<file path="src/rtl/if_fetch_unit.sv">
// rtl/if_fetch_unit.sv - instruction fetch stage: PC, one-outstanding ROM fetch, decode handshake
// Optional IF_MISALIGN_CHK_EN: misaligned redirect targets set a sticky error and halt fetch.
module if_fetch_unit #(
  parameter logic [31:0] RESET_PC = 32'h0000_0000
) (
  input  logic        clk,
  input  logic        rst_n,
  output logic        imem_req,
  output logic [31:0] imem_addr,
  input  logic        imem_ack,
  input  logic [31:0] imem_rdata,
  output logic        id_valid,
  input  logic        id_ready,
  output logic [31:0] id_inst,
  output logic [31:0] id_pc,
  output logic [31:0] id_pc4,
  input  logic        ex_valid,
  input  logic [1:0]  ex_npc_op,
  input  logic        ex_br_true,
  input  logic [31:0] ex_pc,
  input  logic [31:0] ex_jmp_base,
  input  logic [31:0] ex_imm,
  output logic        misalign_err
);

  localparam logic [31:0] NOP       = 32'h0000_0013;
  localparam logic [1:0]  OP_JMP    = 2'b01;
  localparam logic [1:0]  OP_ABSJMP = 2'b10;

  typedef enum logic [2:0] {S_BOOT, S_FETCH, S_WAIT, S_DROP, S_HALT} state_t;
  state_t state, state_nxt;

  logic [31:0] pc, hold_addr, skid_inst, skid_pc;
  logic        skid_valid;
  logic        redir, redir_bad, acc, out_free, ack_take;
  logic [31:0] tgt_raw, tgt;

  always_comb begin
    redir   = ex_valid & (((ex_npc_op == OP_JMP) & ex_br_true) | (ex_npc_op == OP_ABSJMP));
    tgt_raw = (ex_npc_op == OP_ABSJMP) ? ((ex_jmp_base + ex_imm) & 32'hFFFF_FFFE)
                                       : (ex_pc + ex_imm);
  end

`ifdef IF_MISALIGN_CHK_EN
  assign tgt       = tgt_raw;
  assign redir_bad = redir & (tgt_raw[1:0] != 2'b00);
`else
  assign tgt       = tgt_raw & 32'hFFFF_FFFC;
  assign redir_bad = 1'b0;
`endif

  assign acc      = id_valid & id_ready;
  assign out_free = ~id_valid | acc;
  // Data returned for a request issued before a redirect is never consumed.
  assign ack_take = imem_req & imem_ack & (state != S_DROP);

  always_ff @(posedge clk or negedge rst_n) begin
    if (!rst_n) state <= S_BOOT;
    else        state <= state_nxt;
  end

  always_comb begin
    state_nxt = state;
    imem_req  = 1'b0;
    imem_addr = pc;
    case (state)
      S_BOOT: state_nxt = S_FETCH;
      S_FETCH: begin
        imem_req = out_free & ~skid_valid;
        if (imem_req & ~imem_ack) state_nxt = redir ? S_DROP : S_WAIT;
      end
      S_WAIT: begin
        imem_req = 1'b1;
        if (imem_ack)   state_nxt = S_FETCH;
        else if (redir) state_nxt = S_DROP;
      end
      S_DROP: begin
        // pc already holds the redirect target; keep presenting the stale address.
        imem_req  = 1'b1;
        imem_addr = hold_addr;
        if (imem_ack) state_nxt = S_FETCH;
      end
      default: state_nxt = S_HALT;
    endcase
    if (redir_bad) state_nxt = S_HALT;
  end

  always_ff @(posedge clk or negedge rst_n) begin
    if (!rst_n) begin
      pc         <= RESET_PC;
      hold_addr  <= RESET_PC;
      id_valid   <= 1'b0;
      id_inst    <= NOP;
      id_pc      <= RESET_PC;
      id_pc4     <= RESET_PC + 32'd4;
      skid_valid <= 1'b0;
      skid_inst  <= NOP;
      skid_pc    <= RESET_PC;
    end else begin
      hold_addr <= imem_addr;
      if (redir) begin
        pc         <= tgt;
        id_valid   <= 1'b0;
        skid_valid <= 1'b0;
      end else begin
        if (ack_take) pc <= pc + 32'd4;
        if (out_free) begin
          if (skid_valid) begin
            id_valid   <= 1'b1;
            id_inst    <= skid_inst;
            id_pc      <= skid_pc;
            id_pc4     <= skid_pc + 32'd4;
            skid_valid <= ack_take;
            if (ack_take) begin
              skid_inst <= imem_rdata;
              skid_pc   <= pc;
            end
          end else if (ack_take) begin
            id_valid <= 1'b1;
            id_inst  <= imem_rdata;
            id_pc    <= pc;
            id_pc4   <= pc + 32'd4;
          end else begin
            id_valid <= 1'b0;
          end
        end else if (ack_take) begin
          skid_valid <= 1'b1;
          skid_inst  <= imem_rdata;
          skid_pc    <= pc;
        end
      end
    end
  end

`ifdef IF_MISALIGN_CHK_EN
  always_ff @(posedge clk or negedge rst_n) begin
    if (!rst_n)         misalign_err <= 1'b0;
    else if (redir_bad) misalign_err <= 1'b1;
  end
`else
  assign misalign_err = 1'b0;
`endif

endmodule

</file>
<file path="config.mk">
export PLATFORM = sky130hd
export DESIGN_NAME = if_fetch_unit
export DESIGN_NICKNAME = d
export VERILOG_FILES = /design/src/rtl/if_fetch_unit.sv
export SDC_FILE = /design/constraint.sdc
export NUM_CORES = 1
export LEC_CHECK = 0
export CORE_ASPECT_RATIO = 0.75
export CORE_UTILIZATION = 53
export DETAILED_ROUTE_END_ITERATION = 8
export GPL_TIMING_DRIVEN = 0
export PLACE_DENSITY = 0.82
export SLEW_MARGIN = 20
export SYNTH_ARGS = -nofsm -noshare
export SYNTH_HDL_FRONTEND = slang
export SYNTH_SLANG_ARGS = --single-unit
</file>
<file path="constraint.sdc">
create_clock -name clk -period 2.6 [get_ports clk]
set_input_delay 0.26 -clock clk [delete_from_list [all_inputs] [get_ports clk]]
set_output_delay 0.26 -clock clk [all_outputs]
set_load 0.05 [all_outputs]
</file>
After elaboration in Yosys (flattened, before gate mapping):

Index checks and enable logic that the tools add are counted.

* reduce and logical (&&, ||, !) cells: 9
* bitwise logic cells: 13
* mux-type cells: 30
* equality and inequality tests: 10
* add/subtract/negate cells: 4

Operators with widths (count)
* $mux 32: 15
* $add 32x3->32 const B: 2
* $add 32x32->32: 2
* $mux 3: 4
* $pmux 3 s4: 1
* $mux 1: 9
* $and 1x1->1: 7
* $eq 3x2->1 const B: 2
* $ne 2x2->1 const B: 3
* $reduce_and 3->1: 2
* $reduce_bool 2->1: 3
* $not 1->1: 4
* $eq 3x1->1 const B: 1
* $logic_not 3->1: 1
* $ne 3x2->1 const B: 1
* $ne 3x3->1 const B: 1
* $reduce_bool 3->1: 1
* $eq 2x1->1 const B: 1
* $eq 2x2->1 const B: 1
* $or 1x1->1: 2
* $pmux 1 s2: 1
* $reduce_and 2->1: 1
* $reduce_or 2->1: 1

* bits of input ports: 136
* output and inout port bits: 131
* flip-flop bits (word level): 229

Logic depth before layout (Yosys ltp):

* word-level depth: 10
* gate-level depth with buffers: 12
* depth with buffers taken out: 10

Worst setup path before layout:

OpenSTA, ideal clock, no wires.

* path type: register -> register
* start point: register id_valid
* end point: register skid_inst[20]
* setup time: 0.125 ns
* period minus slack after synthesis: 2.512 ns
* data arrival time: 2.387 ns
* slack: 0.088 ns
* buffers on the path: 2
* stages on the path, launching flop included: 10
* cells stage by stage: dfrtp_1 -> nor2b_1 -> nor2_1 -> nand2_1 -> mux2i_1 -> nand3b_1 -> or3_1 -> buf_2 -> clkbuf_1 -> mux2_2

* word-level cells in the longest chain between the ends: 9
* elaborated cells between the ends (all ways): 12
* classes of those cells: 1 x eq/ne; 4 x mux; 6 x bitwise; 1 x reduce/logical

RTL lines
* start: declaration: RTL line 12 `output logic id_valid,`
* start signal: assignment: RTL line 92 `id_valid <= 1'b0;`
* start signal: assignment: RTL line 103 `id_valid <= 1'b0;`
* start signal: assignment: RTL line 109 `id_valid <= 1'b1;`
* $and 1x1->1 / $not 1->1 (equally long branches): RTL line 52, 53
* $or 1x1->1 *: RTL line 53 `assign out_free = ~id_valid | acc;`
* $and 1x1->1: RTL line 69 `imem_req = out_free & ~skid_valid;`
* $pmux 1 s2: RTL line 66 `case (state)`
* $and 1x1->1 (2 in a row): RTL line 55 `assign ack_take = imem_req & imem_ack & (state != S_DROP);`
* $mux 32 (2 in a row)
* $mux 32: RTL line 107 `if (out_free) begin`
* end signal: assignment: RTL line 115 `skid_inst <= imem_rdata;`
* end signal: assignment: RTL line 128 `skid_inst <= imem_rdata;`
* end: declaration: RTL line 33 `logic [31:0] pc, hold_addr, skid_inst, skid_pc;`

Mark *: on every way between the ends. The rest lies on a longest branch, timed or not. The select of a mux whose other input is x is not followed.
A chain may end at the register's enable or synchronous reset.

Final worst setup path:

* start point: register state[2]
* end point: output imem_addr[31]

* word-level cells in the longest chain between the ends: 2

RTL lines
* start: declaration: RTL line 31 `state_t state, state_nxt;`
* start signal: assignment: RTL line 59 `else state <= state_nxt;`
* $eq 3x2->1: RTL line 66
* $mux 32: RTL line 66
* end: declaration: RTL line 9 `output logic [31:0] imem_addr,`

Every way passes these cells.

==> run summary <==
outcome: finished, final reports clean
most frequent cell after synthesis: dfrtp_1
total routed wirelength: 39,320 um
power after layout: 19.51 mW
syn_area_per_cell: 9.655 um2
Sum Neg Setup Slack: 0 ps
clk slew on worst S/H paths: 60 ps
logic gate share of total power: 0.513
clock share of power: 0.169
synthesized flop and latch total: 221
fin worst setup slack: 11.74 ps
CTS buffer count: 23
Final nets: 1,883
critical path launch point type: flop
Worst EP arrival: 2330 ps
placed cells: 1,983
worst hold-check path type: in2async
Initial Utilization: 0.5494
Lkg Pwr: 7.356 nW
vias in the first global route: 11.47k
final cell count without fillers: 2,033
Synth top cells by count: dfrtp_1 (214), nand2_1 (177), o21ai_0 (143)
Placed Area: 16,470 um2
post-synth top area share: 0.4005
I/O pin count: 267
CTS tree: done
Synth Flop Type: dfrtp_1
Final Hold Fails: 0
initial antenna violation count: 1
pre-CTS setup slack: -826.6 ps
CTS Root Cell: clkbuf_16
fin util: 0.7302
Crit path max-delay family: buffers and inverters
Tcrit/Tclk final: 0.9955
PD cells: 1098 nW/um2
Global Route Usage Sum: 0.2985
Max VDD drop: 0.0007660 V
Sw Share: 0.4567
top area cells in the synthesized netlist: dfrtp_1 (40%), mux2_2 (7.8%), ha_1 (5.8%), o21ai_0 (5.4%), nand2_1 (5.0%)
slowest stage cell, crit path: dlygate4sd2_1
vias per cell: 5.926
P_int: 10.60 mW
post-detail-place hpwl: 29,450 um
ratio of cells with drive above 1 in the final layout: 0.1675
std cell rows: 49
register area share after synthesis: 0.4142
largest net degree at the start of global routing: 104
Pre-Repair DR Iteration Count: 6
core area: 24,340 um2
clk_skew: 16.48 ps
Hold Slack: 170.3 ps
async set-reset flop share out of synthesis: 1.000
Port Buf Inserts: 261
Syn Std Cell Area: 13,370 um2
final setup fails: 0
crit-path max cell delay: 540 ps
CP cell instances: nand3b_1, buf_4, mux2_2, dlygate4sd2_1
vias: 12.05k
post-synthesis cell type count: 72
Worst Path Max Fanout: 7
grt total ovfl: 0
WP data required: 2340 ps
die area: 25,870 um2
cells after synthesis: 1,385
Clock Latency Late Sink: 520 ps
ANT nets after route: 0
switching power: 8.911 mW
# DRC: 0
Synth area leader: dfrtp_1
Slew Limit Fails: 0
first-pass GRT wire length: 61,280 um
chip width: 185.4 um
diode count: 0
RSZ-0062 raised after global routing: true
area grow syn2layout: 32.92%
sequential power share: 0.319
critical path class: reg2out
Tightest Pin Transition: 1005 ps
WP buf/inv: 2
fin crit period: 2588 ps
filler instances: 1,732
CTS H-tree lvls: 1
clock buffer depth: 3
Placer Congestion: 0.9086
Post-synth EDFFs: 0
Syn. warnings: 0
DRT iter0 DRCs: 1,012
Peak Freq: 0.3864 GHz
number of clock sinks: 221
post-route cell area: 17,770 um2
Vert. Die Dim: 139.6 um
Slew Limit Headroom: 0.3301
CP endpoint kind: primary output
routed len/inst: 19.34 um
max-cap viol count: 0
-- layout by cell type (no fill, tap or decap), drive strengths merged, types with 22 or more instances in the layout --
cell type,instances
nand2,177
a21o,22
o21ai,146
mux2i,66
ha,62
xor2,75
clkdlybuf4s15,28
clkdlybuf4s50,222
nand3,37
mux2,93
and3,26
nor2,60
clkbuf,86
dfrtp,214
xnor2,55
buf,45
a21oi,74
-- registers in the layout (all words and copies together), names as in the netlist --
signal / cells
hold_addr: 32
id_pc4: 30
id_inst: 32
skid_inst: 32
id_pc: 30
id_valid: 1
skid_valid: 1
state: 3
skid_pc: 30
pc: 30
-- worst paths after layout --
| path | from | slack (ps) | depth (start not counted) | end |
|---|---|---|---|---|
| max | state[2] | 10 | 4 | imem_addr[31] |
| min | rst_n | 170 | 2 | id_inst[30] |
| max reg2reg | pc[4] | 80 | 9 | pc[31] |
| min reg2reg | id_pc4[2] | 480 | 2 | id_pc4[2] |
| max in group asynchronous | rst_n | 1680 | 3 | pc[2] |
| min in group clk | imem_ack | 380 | 2 | state[1] |
-- power groups by stage --
stage | Sequential, mW | Clock [mW] | Combinational (mW)
detailed placement | 6.14 | 0 | 9.84
CTS | 6.10 | 3.32 | 9.92
global route | 6.38 | 3.45 | 10.6
global placement | 6.05 | 0 | 9.64
floorplan | 8.22 | 0 | 4.30
finish | 6.22 | 3.29 | 10.0
-- what timing repair did --
action / CTS / global route
endpoints found under the hold margin: 214 / 0
resized for setup: 124 / 71
setup buffers: 8 / 8
hold buffers: 1 / 0
pin swaps: 15 / 15
endpoints found under the setup margin: 193 / 180
-- layout make-up --
class / count / area [um2] / area share
Multi-Input combinational cell: 1070 / 7836 / 0.4409
Timing Repair Buffer: 280 / 2825 / 0.1590
Clock buffer: 34 / 656.9 / 0.03696
Tap cell: 331 / 414.1 / 0.02330
Sequential cell: 221 / 5543 / 0.3119
Inverter: 13 / 48.80 / 0.002746
Buffer: 76 / 349.1 / 0.01964
Clock inverter: 8 / 100.1 / 0.005632
-- cell families after synthesis --
| group | share of synthesized area |
|---|---|
| buffers and inverters | 0.03107 |
| DFF | 0.4142 |
| muxes | 0.1277 |
| xor gates and xnor gates | 0.08515 |
| and+or+nand+nor | 0.1350 |
| AOI/OAI and AO/OA | 0.1485 |
| adders and majority gates | 0.05801 |
| other | 0.0002804 |
-- layer usage --
metal  up-vias  routed length, um  global-route usage
met5         -                  0                   0
met4         0                860             0.07438
met3        67               3673             0.04606
met2       652              17340              0.4609
met1      5805              17450              0.4375
li1       5524                  -                   -
No activity file was read; power rests on OpenSTA's default activity.
